==> src/rtl/id_decode_latch_if.sv <==
// ---------------------------------------------------------------------------
// id_decode_latch_if
//
// Bundles the IF/ID-side handshake (in_valid/in_ready/npc/instr/flush) and the
// ID/EX-side registered outputs (out_valid/out_ready, decoded fields, bubble
// counter) of id_decode_latch into one interface.
//
// Modports:
//   slave  - the decode latch itself (consumes npc/instr, drives the fields)
//   master - the environment around it (fetch side plus ID/EX consumer)
//
// Optional: when BRANCH_TARGET_EN is defined, a branch_target signal is added.
// Parameters must match the ones given to id_decode_latch.
// ---------------------------------------------------------------------------
interface id_decode_latch_if #(
    parameter int DATA_W = 32,
    parameter int CNT_W  = 16
);
    // IF/ID side
    logic              in_valid;
    logic              in_ready;
    logic [DATA_W-1:0] npc;
    logic [DATA_W-1:0] instr;
    logic              flush;

    // ID/EX side
    logic              out_ready;
    logic              out_valid;
    logic [DATA_W-1:0] npc_out;
    logic [5:0]        opcode_out;
    logic [4:0]        rs_out;
    logic [4:0]        rt_out;
    logic [4:0]        rd_out;
    logic [4:0]        shamt_out;
    logic [5:0]        funct_out;
    logic [DATA_W-1:0] imm_out;
    logic [CNT_W-1:0]  bubble_cnt;
`ifdef BRANCH_TARGET_EN
    logic [DATA_W-1:0] branch_target;
`endif

    modport slave (
`ifdef BRANCH_TARGET_EN
        output branch_target,
`endif
        input  in_valid, npc, instr, flush, out_ready,
        output in_ready, out_valid, npc_out, opcode_out, rs_out, rt_out,
               rd_out, shamt_out, funct_out, imm_out, bubble_cnt
    );

    modport master (
`ifdef BRANCH_TARGET_EN
        input  branch_target,
`endif
        output in_valid, npc, instr, flush, out_ready,
        input  in_ready, out_valid, npc_out, opcode_out, rs_out, rt_out,
               rd_out, shamt_out, funct_out, imm_out, bubble_cnt
    );

endinterface

==> src/rtl/id_decode_latch.sv <==
// ---------------------------------------------------------------------------
// id_decode_latch
//
// Decode-side consumer of the IF/ID pipeline register. Accepts npc/instr under
// a valid/ready handshake, splits the instruction into MIPS fields, sign-
// extends the immediate and registers everything into the ID/EX boundary.
// When the instruction currently held is a load whose rt feeds the incoming
// instruction, one NOP bubble is issued instead and fetch is back-pressured.
//
// Ports:
//   clk    - rising-edge clock
//   reset  - asynchronous, active-low reset (all state cleared while 0)
//   bus    - id_decode_latch_if.slave:
//              in_valid/in_ready/npc/instr/flush   (IF/ID side)
//              out_valid/out_ready/npc_out/opcode_out/rs_out/rt_out/rd_out/
//              shamt_out/funct_out/imm_out/bubble_cnt (ID/EX side)
//
// Parameters:
//   DATA_W    - width of npc, instr, npc_out, imm_out (>= 16)
//   LW_OPCODE - opcode treated as a load for hazard detection
//   CNT_W     - width of the saturating bubble counter
//
// Optional feature (macro BRANCH_TARGET_EN): adds bus.branch_target, the
// registered value npc + (sign-extended imm << 2), wrapping modulo 2^DATA_W,
// zeroed on reset, bubble and flush.
// ---------------------------------------------------------------------------
module id_decode_latch #(
    parameter int          DATA_W    = 32,
    parameter logic [5:0]  LW_OPCODE = 6'h23,
    parameter int          CNT_W     = 16
) (
    input  logic              clk,
    input  logic              reset,
    id_decode_latch_if.slave  bus
);

    typedef enum logic [1:0] {
        ST_EMPTY  = 2'd0,
        ST_HOLD   = 2'd1,
        ST_BUBBLE = 2'd2
    } state_t;

    // -----------------------------------------------------------------------
    // Registered state and outputs
    // -----------------------------------------------------------------------
    state_t            state_reg;
    logic              out_valid_reg;
    logic [DATA_W-1:0] npc_reg;
    logic [5:0]        opcode_reg;
    logic [4:0]        rs_reg;
    logic [4:0]        rt_reg;
    logic [4:0]        rd_reg;
    logic [4:0]        shamt_reg;
    logic [5:0]        funct_reg;
    logic [DATA_W-1:0] imm_reg;
    logic [CNT_W-1:0]  cnt_reg;
`ifdef BRANCH_TARGET_EN
    logic [DATA_W-1:0] target_reg;
    logic [DATA_W-1:0] target_next;
`endif

    // -----------------------------------------------------------------------
    // Field split of the incoming IF/ID instruction
    // -----------------------------------------------------------------------
    logic [5:0]        in_opcode;
    logic [4:0]        in_rs;
    logic [4:0]        in_rt;
    logic [4:0]        in_rd;
    logic [4:0]        in_shamt;
    logic [5:0]        in_funct;
    logic [DATA_W-1:0] imm_ext;

    assign in_opcode = bus.instr[31:26];
    assign in_rs     = bus.instr[25:21];
    assign in_rt     = bus.instr[20:16];
    assign in_rd     = bus.instr[15:11];
    assign in_shamt  = bus.instr[10:6];
    assign in_funct  = bus.instr[5:0];

    // Sign extension: low half passes through, every upper bit copies bit 15.
    assign imm_ext[15:0] = bus.instr[15:0];
    generate
        for (genvar gi = 16; gi < DATA_W; gi++) begin : g_sext
            assign imm_ext[gi] = bus.instr[15];
        end
    endgenerate

`ifdef BRANCH_TARGET_EN
    // Plain DATA_W-bit add: carries out of the top bit are dropped (wraps).
    assign target_next = bus.npc + (imm_ext << 2);
`endif

    // -----------------------------------------------------------------------
    // Handshake and load-use hazard
    // -----------------------------------------------------------------------
    logic rt_is_source;   // incoming instruction reads its rt field
    logic hz;             // held load feeds the incoming instruction
    logic adv;            // output register may take a new value
    logic in_ready_int;
    logic accept;
    logic bubble;
    logic cnt_full;

    // R-type, beq, bne and sw read rt as a source; other formats write it.
    assign rt_is_source = (in_opcode == 6'h00) || (in_opcode == 6'h04) ||
                          (in_opcode == 6'h05) || (in_opcode == 6'h2B);

    // Only a real held instruction can be a load; a held NOP never is.
    assign hz = (state_reg == ST_HOLD) && out_valid_reg &&
                (opcode_reg == LW_OPCODE) && (rt_reg != 5'd0) &&
                ((rt_reg == in_rs) || ((rt_reg == in_rt) && rt_is_source));

    assign adv          = !out_valid_reg || bus.out_ready;
    // Deliberately independent of in_valid so fetch can rely on it.
    assign in_ready_int = adv && !hz && !bus.flush;
    assign accept       = bus.in_valid && in_ready_int;
    assign bubble       = bus.in_valid && adv && hz && !bus.flush;
    assign cnt_full     = &cnt_reg;

    // -----------------------------------------------------------------------
    // State machine with registered outputs
    // -----------------------------------------------------------------------
    always_ff @(posedge clk or negedge reset) begin
        if (!reset) begin
            state_reg     <= ST_EMPTY;
            out_valid_reg <= 1'b0;
            npc_reg       <= '0;
            opcode_reg    <= '0;
            rs_reg        <= '0;
            rt_reg        <= '0;
            rd_reg        <= '0;
            shamt_reg     <= '0;
            funct_reg     <= '0;
            imm_reg       <= '0;
            cnt_reg       <= '0;
`ifdef BRANCH_TARGET_EN
            target_reg    <= '0;
`endif
        end else if (bus.flush) begin
            // Squash wins even when the consumer is stalled.
            state_reg     <= ST_EMPTY;
            out_valid_reg <= 1'b0;
            npc_reg       <= '0;
            opcode_reg    <= '0;
            rs_reg        <= '0;
            rt_reg        <= '0;
            rd_reg        <= '0;
            shamt_reg     <= '0;
            funct_reg     <= '0;
            imm_reg       <= '0;
`ifdef BRANCH_TARGET_EN
            target_reg    <= '0;
`endif
        end else if (adv) begin
            if (accept) begin
                state_reg     <= ST_HOLD;
                out_valid_reg <= 1'b1;
                npc_reg       <= bus.npc;
                opcode_reg    <= in_opcode;
                rs_reg        <= in_rs;
                rt_reg        <= in_rt;
                rd_reg        <= in_rd;
                shamt_reg     <= in_shamt;
                funct_reg     <= in_funct;
                imm_reg       <= imm_ext;
`ifdef BRANCH_TARGET_EN
                target_reg    <= target_next;
`endif
            end else if (bubble) begin
                // All-zero word is sll $0,$0,0: a NOP that is not a load, so
                // the stalled instruction is accepted on the next advance.
                state_reg     <= ST_BUBBLE;
                out_valid_reg <= 1'b1;
                npc_reg       <= '0;
                opcode_reg    <= '0;
                rs_reg        <= '0;
                rt_reg        <= '0;
                rd_reg        <= '0;
                shamt_reg     <= '0;
                funct_reg     <= '0;
                imm_reg       <= '0;
`ifdef BRANCH_TARGET_EN
                target_reg    <= '0;
`endif
                if (!cnt_full) begin
                    cnt_reg <= cnt_reg + 1'b1;
                end
            end else begin
                // Drained with nothing new: fields keep their stale values.
                state_reg     <= ST_EMPTY;
                out_valid_reg <= 1'b0;
            end
        end
    end

    // -----------------------------------------------------------------------
    // Output drive
    // -----------------------------------------------------------------------
    assign bus.in_ready   = in_ready_int;
    assign bus.out_valid  = out_valid_reg;
    assign bus.npc_out    = npc_reg;
    assign bus.opcode_out = opcode_reg;
    assign bus.rs_out     = rs_reg;
    assign bus.rt_out     = rt_reg;
    assign bus.rd_out     = rd_reg;
    assign bus.shamt_out  = shamt_reg;
    assign bus.funct_out  = funct_reg;
    assign bus.imm_out    = imm_reg;
    assign bus.bubble_cnt = cnt_reg;
`ifdef BRANCH_TARGET_EN
    assign bus.branch_target = target_reg;
`endif

endmodule

==> src/flat_wrapper.sv <==
// flat-port wrapper written by rule: the top's interface ports become plain ports
module id_decode_latch_flat 
#(
    parameter int          DATA_W    = 32,
    parameter logic [5:0]  LW_OPCODE = 6'h23,
    parameter int          CNT_W     = 16
)
  (clk, reset, bus_in_valid, bus_npc, bus_instr, bus_flush, bus_out_ready, bus_in_ready, bus_out_valid, bus_npc_out, bus_opcode_out, bus_rs_out, bus_rt_out, bus_rd_out, bus_shamt_out, bus_funct_out, bus_imm_out, bus_bubble_cnt);
  id_decode_latch_if #(.DATA_W(DATA_W), .CNT_W(CNT_W)) bus_i ();
  input  logic clk;
  input  logic reset;
  input wire logic [$bits(bus_i.in_valid)-1:0] bus_in_valid;
  input wire logic [$bits(bus_i.npc)-1:0] bus_npc;
  input wire logic [$bits(bus_i.instr)-1:0] bus_instr;
  input wire logic [$bits(bus_i.flush)-1:0] bus_flush;
  input wire logic [$bits(bus_i.out_ready)-1:0] bus_out_ready;
  output wire logic [$bits(bus_i.in_ready)-1:0] bus_in_ready;
  output wire logic [$bits(bus_i.out_valid)-1:0] bus_out_valid;
  output wire logic [$bits(bus_i.npc_out)-1:0] bus_npc_out;
  output wire logic [$bits(bus_i.opcode_out)-1:0] bus_opcode_out;
  output wire logic [$bits(bus_i.rs_out)-1:0] bus_rs_out;
  output wire logic [$bits(bus_i.rt_out)-1:0] bus_rt_out;
  output wire logic [$bits(bus_i.rd_out)-1:0] bus_rd_out;
  output wire logic [$bits(bus_i.shamt_out)-1:0] bus_shamt_out;
  output wire logic [$bits(bus_i.funct_out)-1:0] bus_funct_out;
  output wire logic [$bits(bus_i.imm_out)-1:0] bus_imm_out;
  output wire logic [$bits(bus_i.bubble_cnt)-1:0] bus_bubble_cnt;
  assign bus_i.in_valid = bus_in_valid;
  assign bus_i.npc = bus_npc;
  assign bus_i.instr = bus_instr;
  assign bus_i.flush = bus_flush;
  assign bus_i.out_ready = bus_out_ready;
  assign bus_in_ready = bus_i.in_ready;
  assign bus_out_valid = bus_i.out_valid;
  assign bus_npc_out = bus_i.npc_out;
  assign bus_opcode_out = bus_i.opcode_out;
  assign bus_rs_out = bus_i.rs_out;
  assign bus_rt_out = bus_i.rt_out;
  assign bus_rd_out = bus_i.rd_out;
  assign bus_shamt_out = bus_i.shamt_out;
  assign bus_funct_out = bus_i.funct_out;
  assign bus_imm_out = bus_i.imm_out;
  assign bus_bubble_cnt = bus_i.bubble_cnt;
  id_decode_latch #(.DATA_W(DATA_W), .LW_OPCODE(LW_OPCODE), .CNT_W(CNT_W)) u_core (.clk(clk), .reset(reset), .bus(bus_i));
endmodule
==> config.mk <==
export PLATFORM = sky130hd
export DESIGN_NAME = id_decode_latch_flat
export DESIGN_NICKNAME = d
export VERILOG_FILES = /design/src/rtl/id_decode_latch_if.sv /design/src/rtl/id_decode_latch.sv /design/src/flat_wrapper.sv
export SDC_FILE = /design/constraint.sdc
export NUM_CORES = 1
export LEC_CHECK = 0
export CAP_MARGIN = 20
export CORE_MARGIN = 8
export CORE_UTILIZATION = 43
export DETAILED_ROUTE_END_ITERATION = 8
export GPL_ROUTABILITY_DRIVEN = 0
export PLACE_DENSITY_LB_ADDON = 0.08
export SKIP_CTS_REPAIR_TIMING = 1
export SYNTH_ARGS = -nofsm -noshare
export SYNTH_HDL_FRONTEND = slang
export SYNTH_SLANG_ARGS = --single-unit
export TNS_END_PERCENT = 30
==> constraint.sdc <==
create_clock -name clk -period 3.3 [get_ports clk]
set_input_delay 0.66 -clock clk [delete_from_list [all_inputs] [get_ports clk]]
set_output_delay 0.66 -clock clk [all_outputs]
set_load 0.02 [all_outputs]
==> metrics.csv <==
stage,metric,value,unit
timing,Final Cycle Share,91.2,%
setup_path,reg2reg start,u_core.bus.rt_out[1],
timing,worst-margin pin slew,0.622,ns
synthesis,Yosys warnings,0,
power,clock power share,31.9,%
synthesis,"flops & latches, synth",83,
synthesis,Cells after Synth,289,
place,post-DP HPWL,7.63,mm
timing,RSZ-0062 raised after global routing,false,
setup_path,Setup CP Type,in -> out,
timing,Clock Skews,0.0134,ns
grt,vias in the first global route,3054,
clock_tree,Clock Sinks,83,
setup_path,Worst Path Required,2.64,ns
grt,antenna violations before repair,0,
power,Seq pwr share,47.9,%
power,P_leak,2.37,nW
routing,vias per inst,5.21,
synthesis,synth unique cells,35,
setup_path,maximum fanout along the worst path,3,
outcome,status,"complete, no violations",
synthesis,Compound-Gate Fraction of Synth Area,17.4,%
clock_tree,clock network latency to the later pin of the worst-skew pair,0.34,ns
synthesis,XOR/XNOR Fraction of Synth Area,6.04,%
synthesis,largest family of logic cells by synthesized area,compound AO/OA/AOI/OAI gates,
synthesis,Simple-Gate Fraction of Synth Area,9.04,%
setup_path,"Top cell by count, worst path",nor3_1,
clock_tree,CTS tree,yes,
hold_path,worst hold path class,in -> async,
timing,Peak Freq,0.332,GHz
finish,max reg flops,32,
setup_path,Critical Path Slowest Stage Cell,clkdlybuf4s50_1,
place,I/O Buffers,182,
power,Sw Share,27.1,%
setup_path,Worst Setup End Kind,output port,
routing,Final ANT Viol Nets,0,
power,PD cells,416,mW/mm²
clock_tree,Max clock buf depth,2,
setup_path,flop2flop setup slack,1.11,ns
grt,GR Util All Layers,17.6,%
floorplan,DIE WIDTH,108,µm
grt,grt ovf,0,
setup_path,critical path arrival,2.35,ns
finish,design area,0.00554,mm²
finish,final core utilization,67.5,%
timing,Final Hold Vio Count,0,
timing,max-slew violation count,0,
setup_path,Crit path largest cell delay,0.45,ns
synthesis,mux contribution to synthesized area,0.586,%
floorplan,die height,108,µm
floorplan,core footprint,0.00822,mm²
setup_path,worst r2r dst,u_core.bus.imm_out[11],
synthesis,largest area contributor in the netlist,dfrtp_1,
synthesis,ranking of synthesized cells by area,"dfrtp_1 (57%), a22o_1 (16%), buf_4 (6.6%), xnor2_1 (5.3%), nand4_1 (1.9%)",
finish,P&R area growth vs syn,52.8,%
timing,Slew HR,58.2,%
synthesis,register area share after synthesis,57.3,%
routing,vias post-DR,2880,
setup_path,Critical Path Start Type,primary input,
synthesis,syn_nets,359,
clock_tree,CTS root buffer,clkbuf_8,
routing,First-pass DRT Iterations,5,
finish,diode count,0,
power,internal power,0.00168,W
grt,first-pass GRT wire length,16.4,mm
routing,initial drt markers,158,
routing,average wire per standard cell,18.5,µm
power,Max IR drop VDD,0.000225,V
timing,post-layout min period,3.01,ns
synthesis,top cell type's share of synthesized area,57.3,%
floorplan,Ports,183,
clock_tree,CTS Buf Count,9,
synthesis,synthesized cell area,0.00363,mm²
timing,Setup TNS,0,ns
routing,DRC Markers,0,
synthesis,Mean Syn Cell Area,12.6,µm²
floorplan,full die area,0.0116,mm²
setup_path,CP Cell Sequence,"clkdlybuf4s50_1, nor3_1, mux2i_1, or3_4, a21oi_4, nor3_1, dlymetal6s2s_1",
finish,nets,513,
place,placed cell areas,0.00531,mm²
synthesis,Post-Synth Adder-Cell Area,0.345,%
flow_run,maxcap violations,0,
finish,"leading cell type in the layout, fill and taps excluded",clkdlybuf4s50_1,
floorplan,Initial Utilization,44.1,%
finish,"commonest cells after routing, fill and taps aside","clkdlybuf4s50_1 (180), dfrtp_1 (83), a22o_1 (65), xnor2_1 (22), nand4_1 (11)",
floorplan,FP Rows,33,
timing,Finish-stage setup viols,0,
clock_tree,CTS H-tree depth,3,
routing,WL final,10.3,mm
power,P_sw,0.000626,W
clock_tree,"CTS clk-pin slew, worst paths",0.09,ns
grt,largest net degree at the start of global routing,84,
power,Comb pwr share,20.2,%
setup_path,Worst R2R Path Depth,8,
finish,layout cells sized above 1,6.92,%
synthesized netlist by cell type:
library cell / number
dfrtp_1: 83
a22o_1: 65
buf_4: 32
xnor2_1: 22
nand4_1: 11
nand2_1: 10
nor2_1: 9
nand3_1: 7
buf_6: 6
clkbuf_1: 6
nor3_1: 6
and3_1: 5
xor2_1: 3
nand2b_1: 2
or4_1: 2
a21o_1: 1
a21oi_1: 1
a21oi_4: 1
and2_1: 1
and3b_1: 1
and4_1: 1
buf_2: 1
ha_1: 1
inv_1: 1
mux2_2: 1
mux2i_1: 1
nor2b_1: 1
nor3b_1: 1
nor4b_1: 1
o211ai_1: 1
o21ai_0: 1
o21ai_2: 1
o21bai_2: 1
or2_2: 1
or3_4: 1
per-stage QoR:
stage / setup slack [ns] / cells / total power, W / hold slack [ns]
floorplan: 0.837 / 289 / 0.00134 / 0.364
global placement: -0.0563 / 536 / 0.00159 / 0.453
detailed placement: -0.0794 / 536 / 0.00159 / 0.475
CTS: -0.0843 / 552 / 0.00233 / 0.494
global route: 0.179 / 553 / 0.00241 / 0.284
finish: 0.289 / 553 / 0.00231 / 0.266
power by group through the flow:
stage                     clock network, W  registers [W]  logic [W]
after floorplan                          0        0.00118   0.000163
after global placement                   0        0.00112   0.000467
after detailed placement                 0        0.00112   0.000468
after CTS                         0.000755        0.00110   0.000470
after global routing              0.000797        0.00111   0.000497
final                             0.000736        0.00110   0.000467
kinds of logic (layout without fill, tap and decap cells):
kind of cell | count (synthesis) | after routing
flops | 83 | 83
mux | 2 | 2
buf+inv | 46 | 205
fa+ha+maj | 1 | 1
xor+xnor | 25 | 25
simple gates | 60 | 60
compound gates | 72 | 72
worst max-delay path: cells and delay by family:
| kind | cells | cell delay [ns] |
|---|---|---|
| simple gates | 3 | 0.72 |
| buf+inv | 2 | 0.67 |
| compound gates | 1 | 0.17 |
| mux | 1 | 0.12 |
routing by layer:
layer  up-vias  track usage [%]  wire (µm)
li1       1336                -          -
met4         0             6.74        141
met5         -                0          0
met2       137             26.7       4570
met1      1397             21.7       4370
met3        10             7.66       1180
worst max path at each step:
stage	start	end	slack, ns	cells past startpoint
detailed placement	bus_instr[27]	bus_in_ready	-0.08	7
floorplan	u_core.bus.rt_out[0]	bus_in_ready	0.84	4
global route	bus_instr[27]	bus_in_ready	0.18	7
finish	bus_instr[27]	bus_in_ready	0.29	7
CTS	bus_instr[27]	bus_in_ready	-0.08	7
global placement	bus_instr[27]	bus_in_ready	-0.06	7
area by class of cell:
class	count	area, µm²
Fill cell	652	2670
Sequential cell	83	2080
Timing Repair Buffer	188	1900
Multi-Input combinational cell	160	1230
Clock buffer	10	138
Tap cell	105	131
Clock inverter	6	65.1
Inverter	1	3.75
Power figures use the tool's default switching activity.
